==> config.mk <==
export PLATFORM = sky130hd
export DESIGN_NAME = sparsity_dvfs_sequencer
export DESIGN_NICKNAME = d
export VERILOG_FILES = /design/src/rtl/sparsity_dvfs_sequencer.sv
export SDC_FILE = /design/constraint.sdc
export NUM_CORES = 1
export LEC_CHECK = 0
export ABC_AREA = 1
export CORE_UTILIZATION = 43
export DETAILED_ROUTE_END_ITERATION = 10
export GPL_TIMING_DRIVEN = 0
export PLACE_DENSITY = 0.85
export SYNTH_ARGS = -nofsm -noshare
export SYNTH_HDL_FRONTEND = slang
export SYNTH_SLANG_ARGS = --single-unit
export TNS_END_PERCENT = 100
==> constraint.sdc <==
create_clock -name clk -period 1.75 [get_ports clk]
set_input_delay 0.2625 -clock clk [delete_from_list [all_inputs] [get_ports clk]]
set_output_delay 0.2625 -clock clk [all_outputs]
set_load 0.01 [all_outputs]
==> src/rtl/sparsity_dvfs_sequencer.sv <==
// ---------------------------------------------------------------------------
// sparsity_dvfs_sequencer
//
// Purpose:
//   Turns sparsity mode changes into DVFS override codes for the power
//   manager. Each mode is looked up in a small code table and the resulting
//   target is applied one rail at a time, in an order that is safe for the
//   logic:
//     raising  -> voltage first, then frequency
//     lowering -> frequency first, then voltage
//   After each rail step the sequencer waits a programmable settle time.
//
// Optional feature (macro SPARSITY_DVFS_THROTTLE_EN):
//   When defined, a target evaluated while power_mw > power_budget is derated
//   by one code (floored at 0), and throttle_active reports this. When
//   undefined, there is no derate, throttle_active is tied low and the power
//   inputs are ignored.
//
// Ports:
//   clk, reset_n                 clock, asynchronous active-low reset
//   enable                       sequencer enable; low aborts to IDLE
//   mode_valid, mode_in          1-cycle new-mode strobe and the mode
//   mode_code_lut                target code per mode, mode m at [m*CODE_W +: CODE_W]
//   volt/freq_settle_cycles      settle wait after a voltage / frequency step
//   power_mw, power_budget       current power and budget (throttle only)
//   volt_ov_en, freq_ov_en       override enables (registered copy of enable)
//   volt_ov, freq_ov             override codes
//   cur_code                     last fully applied code
//   busy                         high whenever the FSM is not IDLE
//   done_pulse                   1 cycle when a transition completes
//   transition_count             completed transitions, saturating
//   throttle_active              last evaluated target was derated
// ---------------------------------------------------------------------------
module sparsity_dvfs_sequencer #(
    parameter int CODE_W       = 3,
    parameter int MAX_CODE     = 7,
    parameter int DEFAULT_CODE = 3
) (
    input  logic                  clk,
    input  logic                  reset_n,
    input  logic                  enable,
    input  logic                  mode_valid,
    input  logic [1:0]            mode_in,
    input  logic [4*CODE_W-1:0]   mode_code_lut,
    input  logic [7:0]            volt_settle_cycles,
    input  logic [7:0]            freq_settle_cycles,
    input  logic [15:0]           power_mw,
    input  logic [15:0]           power_budget,
    output logic                  volt_ov_en,
    output logic                  freq_ov_en,
    output logic [CODE_W-1:0]     volt_ov,
    output logic [CODE_W-1:0]     freq_ov,
    output logic [CODE_W-1:0]     cur_code,
    output logic                  busy,
    output logic                  done_pulse,
    output logic [15:0]           transition_count,
    output logic                  throttle_active
);

    typedef enum logic [2:0] {
        IDLE    = 3'd0,
        STEP1   = 3'd1,
        SETTLE1 = 3'd2,
        STEP2   = 3'd3,
        SETTLE2 = 3'd4,
        DONE    = 3'd5
    } state_t;

    localparam logic [CODE_W-1:0] MAX_C = CODE_W'(MAX_CODE);
    localparam logic [CODE_W-1:0] DEF_C = CODE_W'(DEFAULT_CODE);

    // -----------------------------------------------------------------------
    // State
    // -----------------------------------------------------------------------
    state_t              state_q, state_d;
    logic [CODE_W-1:0]   tgt_q, tgt_d;         // target of the active sequence
    logic                up_q, up_d;           // 1: raising, voltage rail first
    logic [7:0]          ctr_q, ctr_d;         // settle countdown
    logic [CODE_W-1:0]   volt_q, volt_d;
    logic [CODE_W-1:0]   freq_q, freq_d;
    logic [CODE_W-1:0]   cur_q, cur_d;
    logic                pend_vld_q, pend_vld_d;
    logic [1:0]          pend_mode_q, pend_mode_d;
    logic [15:0]         cnt_q, cnt_d;
    logic                done_q, done_d;
    logic                thr_q, thr_d;
    logic                en_q;

    // -----------------------------------------------------------------------
    // Code table, clamped to the highest legal code
    // -----------------------------------------------------------------------
    logic [3:0][CODE_W-1:0] lut_clamped;

    for (genvar m = 0; m < 4; m++) begin : g_lut
        logic [CODE_W-1:0] raw;
        assign raw            = mode_code_lut[m*CODE_W +: CODE_W];
        assign lut_clamped[m] = (raw > MAX_C) ? MAX_C : raw;
    end

    // -----------------------------------------------------------------------
    // Evaluation target. A live strobe always beats the pending slot; in IDLE
    // the pending slot is never valid, so the same mux serves both states.
    // -----------------------------------------------------------------------
    logic [1:0]        eval_mode;
    logic [CODE_W-1:0] eval_raw;
    logic [CODE_W-1:0] eval_tgt;
    logic              eval_thr;

    assign eval_mode = mode_valid ? mode_in : pend_mode_q;
    assign eval_raw  = lut_clamped[eval_mode];

`ifdef SPARSITY_DVFS_THROTTLE_EN
    logic over_budget;
    assign over_budget = (power_mw > power_budget);
    assign eval_thr    = over_budget;
    assign eval_tgt    = (over_budget && (eval_raw != '0)) ? (eval_raw - CODE_W'(1)) : eval_raw;
    assign throttle_active = thr_q;
`else
    logic unused_throttle;
    assign unused_throttle = ^{power_mw, power_budget, thr_q};
    assign eval_thr        = 1'b0;
    assign eval_tgt        = eval_raw;
    assign throttle_active = 1'b0;
`endif

    // -----------------------------------------------------------------------
    // Next state / datapath
    // -----------------------------------------------------------------------
    logic do_eval;

    always_comb begin
        state_d     = state_q;
        tgt_d       = tgt_q;
        up_d        = up_q;
        ctr_d       = ctr_q;
        volt_d      = volt_q;
        freq_d      = freq_q;
        cur_d       = cur_q;
        pend_vld_d  = pend_vld_q;
        pend_mode_d = pend_mode_q;
        cnt_d       = cnt_q;
        done_d      = 1'b0;
        thr_d       = thr_q;
        do_eval     = 1'b0;

        if (!enable) begin
            // Abort: rails and cur_code keep whatever was last written.
            state_d    = IDLE;
            pend_vld_d = 1'b0;
        end else begin
            case (state_q)
                IDLE: begin
                    if (mode_valid) do_eval = 1'b1;
                end
                STEP1: begin
                    if (up_q) begin
                        volt_d = tgt_q;
                        ctr_d  = volt_settle_cycles;
                    end else begin
                        freq_d = tgt_q;
                        ctr_d  = freq_settle_cycles;
                    end
                    state_d = SETTLE1;
                end
                SETTLE1: begin
                    if (ctr_q == 8'd0) state_d = STEP2;
                    else               ctr_d   = ctr_q - 8'd1;
                end
                STEP2: begin
                    if (up_q) begin
                        freq_d = tgt_q;
                        ctr_d  = freq_settle_cycles;
                    end else begin
                        volt_d = tgt_q;
                        ctr_d  = volt_settle_cycles;
                    end
                    state_d = SETTLE2;
                end
                SETTLE2: begin
                    if (ctr_q == 8'd0) begin
                        // Commit on entry to DONE so DONE compares the next
                        // request against the code just applied.
                        state_d = DONE;
                        done_d  = 1'b1;
                        cur_d   = tgt_q;
                        cnt_d   = (cnt_q == 16'hFFFF) ? cnt_q : cnt_q + 16'd1;
                    end else begin
                        ctr_d = ctr_q - 8'd1;
                    end
                end
                DONE: begin
                    if (mode_valid || pend_vld_q) do_eval = 1'b1;
                    else                          state_d = IDLE;
                    // Whatever was pending is either consumed now or
                    // superseded by the newer live strobe.
                    pend_vld_d = 1'b0;
                end
                default: state_d = IDLE;
            endcase

            // Requests arriving mid-sequence park in the 1-deep slot; the
            // newest one overwrites any older one.
            if (mode_valid && (state_q inside {STEP1, SETTLE1, STEP2, SETTLE2})) begin
                pend_vld_d  = 1'b1;
                pend_mode_d = mode_in;
            end

            if (do_eval) begin
                thr_d = eval_thr;
                tgt_d = eval_tgt;
                if (eval_tgt == cur_q) begin
                    state_d = IDLE;
                end else begin
                    state_d = STEP1;
                    up_d    = (eval_tgt > cur_q);
                end
            end
        end
    end

    // -----------------------------------------------------------------------
    // Registers
    // -----------------------------------------------------------------------
    always_ff @(posedge clk or negedge reset_n) begin
        if (!reset_n) begin
            state_q     <= IDLE;
            tgt_q       <= DEF_C;
            up_q        <= 1'b0;
            ctr_q       <= 8'd0;
            volt_q      <= DEF_C;
            freq_q      <= DEF_C;
            cur_q       <= DEF_C;
            pend_vld_q  <= 1'b0;
            pend_mode_q <= 2'd0;
            cnt_q       <= 16'd0;
            done_q      <= 1'b0;
            thr_q       <= 1'b0;
            en_q        <= 1'b0;
        end else begin
            state_q     <= state_d;
            tgt_q       <= tgt_d;
            up_q        <= up_d;
            ctr_q       <= ctr_d;
            volt_q      <= volt_d;
            freq_q      <= freq_d;
            cur_q       <= cur_d;
            pend_vld_q  <= pend_vld_d;
            pend_mode_q <= pend_mode_d;
            cnt_q       <= cnt_d;
            done_q      <= done_d;
            thr_q       <= thr_d;
            en_q        <= enable;
        end
    end

    assign volt_ov_en       = en_q;
    assign freq_ov_en       = en_q;
    assign volt_ov          = volt_q;
    assign freq_ov          = freq_q;
    assign cur_code         = cur_q;
    assign busy             = (state_q != IDLE);
    assign done_pulse       = done_q;
    assign transition_count = cnt_q;

endmodule

# After elaboration in Yosys (flattened, before gate mapping)
# Index checks and enable logic that the tools add are counted.
[word_totals]
register_bits = 45
in_bits = 66
output_inout_bits = 30
wordCells = 89
[op_classes]
add_sub_neg = 2
n_lt_le_gt_ge = 6
n_eq_ne = 17
muxes = 32
bitwise = 2
reduce_logical = 18
[op_table]
columns = ["cell", "count"]
rows = [
  ["$mux W3", 12],
  ["$mux W8", 3],
  ["$pmux W8 S3", 1],
  ["$pmux W3 S6", 1],
  ["$add A16 B1 Y16 const B", 1],
  ["$eq A16 B16 Y1 const B", 1],
  ["$reduce_and A4 Y1", 4],
  ["$gt A3 B3 Y1 const B", 4],
  ["$ne A4 B4 Y1 const B", 3],
  ["$pmux W3 S2", 2],
  ["$mux W1", 10],
  ["$ne A2 B2 Y1 const B", 5],
  ["$reduce_and A3 Y1", 3],
  ["$logic_not A8 Y1", 1],
  ["$sub A8 B1 Y8 const B", 1],
  ["$bmux W3 S2", 1],
  ["$eq A3 B2 Y1 const B", 2],
  ["$eq A3 B3 Y1 const B", 2],
  ["$reduce_bool A3 Y1", 2],
  ["$reduce_and A2 Y1", 2],
  ["$reduce_bool A4 Y1", 1],
  ["$eq A3 B1 Y1 const B", 1],
  ["$eq A3 B3 Y1", 1],
  ["$gt A3 B3 Y1", 1],
  ["other kinds (11)", 12],
]

# Longest topological paths before layout
# Gate-level depths: netlist of the first run.
[logic_depth]
depth_word = 8
depth_mapped = 15
mapped_depth_nobuf = 14

# Worst setup path after synthesis of the first run
# No wires, ideal clock.
[synth_timing]
path_kind = "input to register"
start = "input port mode_valid"
end = "register up_q"
t_arrival_ns = 1.617
required_ns = 1.615
setup_slack_ns = -0.001
stages = 10
path_cell_list = "clkbuf_2 o21ai_0 inv_1 nand3_1 nand2_1 ha_1 nand3_1 inv_1 nor3_1 o21ai_0"
[synth_via]
elab_chain_cells = 6
elab_cells_between_ends = 12
[synth_rtl]
columns = ["element", "line", "source"]
rows = [
  ["start: declaration", "42", "input logic mode_valid,"],
  ["$mux W2 *", "109", "assign eval_mode = mode_valid ? mode_in : pend_mode_q;"],
  ["$bmux W3 S2 *", "110", "assign eval_raw = lut_clamped[eval_mode];"],
  ["$mux W3 (implied by the code) *", "110", ""],
  ["via eval_raw[2]", "105", "logic [CODE_W-1:0] eval_raw;"],
  ["$eq A3 B3 Y1", "211", "if (eval_tgt == cur_q) begin"],
  ["$not A1 Y1 (no source line)", "-", ""],
  ["$reduce_and A3 Y1 (no source line)", "-", ""],
  ["end signal: assignment", "242", "up_q <= up_d;"],
  ["end: declaration", "77", "logic up_q, up_d;"],
]
# The timed path passes the listed nets; every way through them passes the cells marked *. The select of a mux whose other input is x is not followed.
# A chain may end at the register's enable or synchronous reset.

# Worst setup path after layout of the first run
[layout_timing]
start = "register cur_q[0] (netlist: cur_code[0])"
end = "output port cur_code[0]"
[layout_lines]
columns = ["element", "line", "source"]
rows = [
  ["start: declaration", "81", "logic [CODE_W-1:0] cur_q, cur_d;"],
  ["start signal: assignment", "246", "cur_q <= cur_d;"],
  ["end: declaration", "53", "output logic [CODE_W-1:0] cur_code,"],
]
# No word-level cell between the ends.

==> metrics.cfg, run 1 <==
[route]
route.final.wire_length_mm=6.56
routed_wire_length_per_instance_um=10.5
first_iter_violations=88
route.antenna.remaining_nets=0
initial_drt_pass_iterations=4
detail_route.drc_violations=0
route.detailed.vias_per_inst=4.67
routed-via-count=2922

[global_routing]
globalRoute.totalOverflow=0
grt_first_pass_wirelength_mm=11.4
grt_max_degree=34
grt_use_total_pct=19.0
grt_pass1_vias=2731
antenna_found_initial=0

[sta]
setup-tns-final_ns=0
final_min_period_over_clock_period_pct=94.8
report.final.hold_viol_count=0
worst_hold_slack_ns=0.274
period_minus_slack_ns=1.66
maximum_operating_frequency_ghz=0.603
setup_viol=0
final_max_slew_viol_count=0
fin_skew_ns=0.00566

[flow_run]
cap_viol_max_count=0

[floorplanning]
floorplan.core_area_um2=6790
die-width_um=86.0
die_height_um=86.0
design.portCount=96
rows=30
initial_utilization_pct=44.6
floorplan_die_area_um2=7390

[synthesis]
synth_fp_nets=528
yosys-top-cells-area=dfrtp_1 (31%), nand2_1 (24%), dfstp_2 (6.9%), inv_1 (6.9%), nand3_1 (6.4%)
sequential_to_total_area_share_from_yosys_stat_pct=37.5
netlist.top_cell.by_area=dfrtp_1
synth_edf_count=0
synth_async_sr_flop_share_pct=100
synth_largest_type_area_fraction_pct=30.5
post_synth.cell_area_avg_um2=6.64
yosys_most_used_dff=dfrtp_1
ys_ff_latch=45
ys_top_cells_by_count=nand2_1 (196), inv_1 (56), nand3_1 (39), dfrtp_1 (37), o21ai_0 (29)
cell_area_synth_um2=3030
synth_most_common_cell=nand2_1
synth.yosys.warnings=0
synth_cells=457
yosysUniqueCellTypes=32

[critical_path]
path_max_fanout=3
crit_path_end_kind=output port
worst_ep_required_time_ns=1.49
critical_path.cell_chain=clkdlybuf4s50_1
critical_path.max_stage_delay_ns=0.56
critPathLaunchType=flop
worstPathArrival_ns=1.40
critPathTopFamily=flip-flops
critPathKind=reg2out
buffers_and_inverters_on_the_worst_path=1
critPathSlowestCell=dfstp_2

[clock_tree]
clockBufferDepth=2
clock_insertion_delay_at_the_later_pin_of_the_skew_report_ns=0.29
cts_inserted_buffers=5
cts_sinks=45
ctsHtreeMaxLevel=2
worst_setup_hold_path_clk_slew_ns=0.08
cts_tree=yes
root_buffer=clkbuf_8

[run_status]
run_status=finished clean

[power]
power.share.combinational_pct=45.7
power.density_nw_per_um2=994
pwr-share-seq_pct=38.6
netSwitchingFraction_pct=40.1
pwr-share-clk_pct=15.8
internal_power_w=0.00237
total_leakage_power_nw=2.07
power.switching_w=0.00158
ir_drop_v=0.000554

[final_layout]
sequential_cell_area_um2=1140
diodes=0
fillCellCount=633
area_delta_synth_final_pct=31.0
final_nets=600
multiInputGateArea_um2=1670
final_layout_size_suffix_gt1_share_pct=12.5

[placement]
dp.final_hpwl_mm=5.07
gp_congestion=0.877
buffer_ports.inserted=61

[worst_hold_path]
min_path_type=in2reg

==> placed cells by master (no fill, tap or decap), types with 6 or more instances in the layout <==
master             n
inv_2              8
dfrtp_1           35
nand3_1           38
xnor2_1            6
dfstp_2            8
nor2_1            26
o21ai_0           26
clkdlybuf4s50_1   58
nand2_2            9
inv_1             52
nand2_1          191
clkbuf_1           6
==> power groups by stage <==
stage	combinational, W	sequential (W)	clock (W)
after floorplan	0.00112	0.00154	0
after global placement	0.00163	0.00152	0
after detailed placement	0.00169	0.00153	0
after CTS	0.00171	0.00151	0.000637
after global routing	0.00206	0.00155	0.000674
final	0.00180	0.00152	0.000622
==> cells by family after synthesis <==
| logic type | Yosys count | share of synthesized area [%] |
|---|---|---|
| other cells | 1 | 0.124 |
| compound gates | 35 | 5.94 |
| xor+xnor | 11 | 3.18 |
| fa+ha+maj | 5 | 2.06 |
| simple gates | 288 | 41.1 |
| buf+inv | 72 | 10.1 |
| flops | 45 | 37.5 |
==> worst reg2reg max path: stages (launching register included) <==
cell	delay, ns
dfrtp_1	0.38
nand2_1	0.11
nand2_4	0.09
inv_4	0.09
nand2_1	0.06
nand3_1	0.08
nand2_2	0.09
ha_4	0.29
nand3_2	0.08
inv_2	0.07
o21ai_0	0.07
nand3_1	0.08
nor2_1	0.05
==> layout make-up <==
class / instances / share of cell area (%)
plain buffers: 11 / 1.95
multi-input cells: 340 / 42.0
well taps: 96 / 3.02
flip-flops and latches: 45 / 28.7
inverters: 61 / 5.83
clock buffers: 8 / 2.02
repair buffers: 65 / 16.5
==> metal layers <==
metal	vias to the layer above	global-route usage, %	part of all wire, %
met4	0	4.39	0.96
li1	1551	-	-
met3	6	3.56	2.9
met2	49	35.6	49
met1	1316	22.2	47
met5	-	0	0
==> path summary, 6_finish.rpt <==
path / startpoint / endpoint / slack, ns / cells after the start
min in group asynchronous: reset_n / transition_count[3] / 0.38 / 2
max reg2reg: pend_mode_q[0] / state_q[0] / 0.11 / 12
min: mode_in[0] / pend_mode_q[0] / 0.27 / 3
min reg2reg: pend_mode_q[1] / pend_mode_q[1] / 0.48 / 2
max in group asynchronous: reset_n / volt_ov[0] / 0.82 / 3
max: cur_code[0] / cur_code[0] / 0.09 / 1
==> through the flow <==
stage | area (um^2) | total power, W | setup slack [ns] | std cells | utilization, %
after floorplan | 3030 | 0.00266 | 0.00572 | 457 | -
after detailed placement | 3780 | 0.00322 | -0.523 | 615 | 55.6
after global placement | 3760 | 0.00315 | -0.770 | 614 | 55.4
after global routing | 3970 | 0.00428 | -0.0135 | 626 | 58.5
final | 3970 | 0.00395 | 0.0908 | 626 | 58.5
after CTS | 3880 | 0.00387 | 0.00417 | 624 | 57.1
==> flip-flops by register name, indices dropped and copies added (netlist names), 2 cells and up <==
| name | cells |
|---|---|
| freq_ov | 3 |
| cur_code | 3 |
| ctr_q | 8 |
| volt_ov | 3 |
| state_q | 3 |
| tgt_q | 3 |
| transition_count | 16 |
| pend_mode_q | 2 |
==> timing repair <==
item                                    in CTS  in global routing
endpoints found under the hold margin       11                  0
hold buffers                                 1                  0
pin swaps                                    3                  4
resized for setup                            6                 20
endpoints found under the setup margin       2                 16
buffers inserted                             0                  2
Note: power is estimated with default switching activity, not from simulation.
==> inputs of run 2 (changes only) <==
REMOVE_ABC_BUFFERS = 1   (was unset)
==> metrics.cfg, run 2 (synthesis results as in run 1) <==
[worst_hold_path]
min_path_type=in2reg

[route]
routed_wire_length_per_instance_um=11.8
route.detailed.vias_per_inst=4.99
first_iter_violations=157
detail_route.drc_violations=0
routed-via-count=3092
initial_drt_pass_iterations=4
route.antenna.remaining_nets=0
route.final.wire_length_mm=7.34

[final_layout]
final_layout_size_suffix_gt1_share_pct=13.5
diodes=0
area_delta_synth_final_pct=32.0
final_nets=594
sequential_cell_area_um2=1140
mostFrequentLayoutCells=nand2_1 (188), clkdlybuf4s50_1 (56), inv_1 (52)
largest_reg_flops=16
multiInputGateArea_um2=1690
fillCellCount=612
final_common_cell=nand2_1

[critical_path]
reg2reg_slack_ns=0.01
worst_r2r_startpoint=pend_mode_q[0]
path_max_fanout=7
worstPathArrival_ns=1.95
critical_path.max_stage_delay_ns=0.41
worst_ep_required_time_ns=1.96
crit_path_end=up_q
crit_path_start=pend_mode_q[0]
r2r_end=up_q
critical_path.cell_chain=nand2_2 > nand2_4 > inv_4 > nand2_1 > nand3_1 > nand2_2 > ha_4 > nand2_1 > o21ai_1 > nand3_1 > o21ai_0
crit_path_end_kind=flop
critPathSlowestCell=dfrtp_1
critPathKind=reg2reg
critPathLaunchType=flop
number_of_cells_traversed_by_the_worst_register_to_register_path=11

[power]
power.total_w=0.00426
pwr-share-clk_pct=19.1
ir_drop_v=0.000523
netSwitchingFraction_pct=39.5
power.density_nw_per_um2=1060
internal_power_w=0.00258
pwr-share-seq_pct=37.4
power.switching_w=0.00168
total_leakage_power_nw=2.07
power.share.combinational_pct=43.5

[sta]
setup_viol=0
final_min_period_over_clock_period_pct=99.2
maximum_operating_frequency_ghz=0.576
setup-tns-final_ns=0
final_max_slew_viol_count=0
report.final.hold_viol_count=0
period_minus_slack_ns=1.74
fin_skew_ns=0.00655

[clock_tree]
worst_setup_hold_path_clk_slew_ns=0.09
ctsHtreeMaxLevel=2
root_buffer=clkbuf_8
clockBufferDepth=2
cts_sinks=45
clock_insertion_delay_at_the_later_pin_of_the_skew_report_ns=0.29
cts_inserted_buffers=5
cts_tree=yes

[global_routing]
grt_use_total_pct=20.3
grt_first_pass_wirelength_mm=12.0
grt_pass1_vias=2765
grt_max_degree=38
globalRoute.totalOverflow=0
antenna_found_initial=0

[flow_run]
cap_viol_max_count=0

[floorplanning]
floorplan_die_area_um2=7390
initial_utilization_pct=44.6
design.portCount=96
rows=30
die-width_um=86.0
die_height_um=86.0
floorplan.core_area_um2=6790

[run_status]
run_status=finished clean

[placement]
buffer_ports.inserted=62
dp.final_hpwl_mm=5.19
gp_congestion=0.897

==> run 2: changes by cell type in the layout (fill, tap and decap cells not counted), sizes merged <==
cell	delta
clkbuf	-4
clkdlybuf4s50	-2
dlymetal6s2s	+1
bufinv	+1
dlygate4sd2	+1
clkinvlp	+2
inv	-1
buf	-4
==> run 2: metal layers <==
layer	share of wire, %	vias to the layer above	GRT usage, %
met5	0	-	0
met4	2.2	0	5.91
met3	4.6	22	3.46
met2	52	99	37.2
met1	41	1433	24.3
li1	-	1538	-
==> run 2: metrics by stage <==
stage          std cells  setup WS [ns]  hold WS, ns  area [um^2]  utilization, %
6_report             620         0.0134        0.268         4000            58.9
5_1_grt              620         -0.149        0.285         4000            58.9
4_1_cts              616        -0.0172        0.349         3860            56.8
3_5_place_dp         605         -0.696        0.138         3710            54.6
3_3_place_gp         604         -0.758        0.455         3700            54.4
2_1_floorplan        446         0.0660      -0.0331         2960               -
==> run 2: area by class of cell <==
class,instances,area share (%)
sequential,45,28.4
multi-input combinational,340,42.2
timing repair inverter,1,0.125
tap,96,3.00
inverter,61,5.88
timing repair buffer,69,17.4
clock buffer,7,2.16
clock inverter,1,0.750
==> run 2: worst max-delay path: cells and delay by family (launching register included) <==
family                   cells  cell delay (ns)
AND/OR/NAND/NOR              7             0.60
flip-flops                   1             0.41
adder cells (fa/ha/maj)      1             0.29
AO/OA/AOI/OAI                2             0.27
buffers and inverters        1             0.08
==> run 2: what timing repair did <==
item                                    4_1_cts  5_1_grt
endpoints found under the setup margin       18       22
cloned                                        1        0
buffers inserted                              1        4
resized for setup                             9       28
endpoints found under the hold margin         8        0
pin swaps                                     2        4
hold buffers                                  1        0
==> run 2: how the worst min path moves through the flow <==
stage	start	end	slack (ns)	depth (start not counted)
finish	mode_in[0]	pend_mode_q[0]	0.27	3
global route	mode_in[0]	pend_mode_q[0]	0.29	3
detailed placement	reset_n	transition_count[3]	0.14	1
global placement	pend_mode_q[0]	pend_mode_q[0]	0.46	2
CTS	reset_n	transition_count[3]	0.35	2
floorplan	reset_n	ctr_q[0]	-0.03	0
==> run 2: power groups by stage <==
stage	Combinational, W	Sequential (W)	Clock (W)
2_1_floorplan	0.00104	0.00157	0
3_3_place_gp	0.00153	0.00157	0
3_5_place_dp	0.00161	0.00159	0
4_1_cts	0.00166	0.00158	0.000839
5_1_grt	0.00209	0.00163	0.000884
6_report	0.00185	0.00159	0.000813
==> edit: new RTL, config.mk and constraints of run 1 <==
The option `SPARSITY_DVFS_THROTTLE_EN` is turned on by a define.
--- a/src/rtl/sparsity_dvfs_sequencer.sv
+++ b/src/rtl/sparsity_dvfs_sequencer.sv
@@ -32,4 +32,6 @@
 //   throttle_active              last evaluated target was derated
 // ---------------------------------------------------------------------------
+`define SPARSITY_DVFS_THROTTLE_EN
+
 module sparsity_dvfs_sequencer #(
     parameter int CODE_W       = 3,
Behaviour: not the same (Yosys sat finds a counterexample within 4 cycles, from zero or initial values and one cycle with reset_n low).
==> edit against run 1 <==
The flow now finishes with violations (negative setup slack); count of clock-buffer cells in the layout shrank 2; area after synthesis grew 9.7%; worst setup slack lost 0.84 ns; sequential cell count grew 1; critical path depth grew 17; routed wire length grew 42%; power grew 20%; final area grew 25%; critical endpoint is now up_q; largest cell class unchanged; highest routed layer unchanged.
==> edit: results (changes against run 1) <==
| Metric | Value |
|---|---|
| Worst reg2reg path depth | `18 (+6)` |
| P_leak | `0.00232 uW (+12%)` |
| Hold path depth | `2 (-1)` |
| First-pass GRT wire length | `14600 um (+28%)` |
| Largest cells by area after synthesis | `dfrtp_1 29%, nand2_1 16%, ha_1 8.6%` |
| PortBufs | `95 (+56%)` |
| Failing checks | `negative setup slack` |
| Top cells by count, synth | `139 x nand2_1, 62 x inv_1, 40 x nor2_1` |
| Yosys cell types | `37 (+16%)` |
| Clk_skew | `0.0106 ns (+0.00499 ns)` |
| Non-filler instance count after layout | `695 (+11%)` |
| Total GRT Usage | `21.9% (+2.9 points)` |
| Clock power frac | `16.9% (+1.1 points)` |
| GPL Wtd Cong | `0.897 (+2.3%)` |
| Placed instance area | `4450 um2 (+18%)` |
| Max FO, Critical Path | `7 (+4)` |
| # nets final | `684 (+14%)` |
| Min Hold Slack | `0.387 ns (+0.113 ns)` |
| Mapped Nets | `555 (+5.1%)` |
| Syn Area/Cell | `7.14 um2 (+7.6%)` |
| Setup ws final | `-0.745 ns (-0.835 ns)` |
| DIE AREA | `8090 um2 (+9.5%)` |
| CP Capture Point | `up_q` |
| DR WL met3 | `430 um (+130%)` |
| Multi-input combinational area share | `41.6% (-0.44 points)` |
| Worst-Skew Late Latency | `0.31 ns (+0.02 ns)` |
| CP max-delay cell | `dfrtp_1` |
| Met3 Usage GRT | `3.72% (+0.16 points)` |
| Worst Setup SP | `pend_mode_q[0]` |
| Starting DRC count in detailed routing | `262 (+200%)` |
| Outcome | `finished, violations left` |
| Final setup viols | `4 (+4)` |
| Metal1 wirelength | `3820 um (+24%)` |
| Register area share after synthesis | `34.9% (-2.6 points)` |
| # fillers | `594 (-6.2%)` |
| Hold WC Path Type | `in2reg` |
| WL met2 | `4900 um (+52%)` |
| CP peak stage delay | `0.40 ns (-0.16 ns)` |
| Power Combinational | `2400 uW (+33%)` |
| Vias in the first global route | `3408 (+25%)` |
| Placed cell count | `661 (+7.5%)` |
| Vias per cell | `5.13 (+9.8%)` |
| Global Route met1 Usage | `25.2% (+3.0 points)` |
| Pre-CTS setup slack | `-1.48 ns (-0.953 ns)` |
| Seq/total area | `23.4% (-5.3 points)` |
| Clock network power | `804 uW (+29%)` |
| Total wire length | `9290 um (+42%)` |
| Final design utilization | `67.4% (+8.9 points)` |
edit: cell families (layout without fill, tap and decap cells):
logic type / count (synthesis) / in the layout / synth area share [%]
muxes: 1 / 1 / 0.338
AOI/OAI and AO/OA: 70 / 70 / 12.3
and+or+nand+nor: 235 / 236 / 30.1
xor gates and xnor gates: 17 / 17 / 4.48
buffers and inverters: 74 / 203 / 9.25
adders and majority gates: 23 / 23 / 8.65
DFF: 46 / 46 / 34.9
edit: repair_timing:
item / 4_1_cts / 5_1_grt
endpoints found under the setup margin: 30 / 33
pin swaps: 11 / 12
gates cloned: 0 / 3
setup buffers: 7 / 15
hold endpoints to repair: 13 / 0
hold buffers: 1 / 0
gates resized for setup: 34 / 23
edit: critical path: cells and delay by family, from the launching register on:
family / cells / cell delay [ns]
simple gates: 12 / 1.19
fa+ha+maj: 3 / 0.57
flops: 1 / 0.40
buf+inv: 2 / 0.14
compound gates: 1 / 0.13
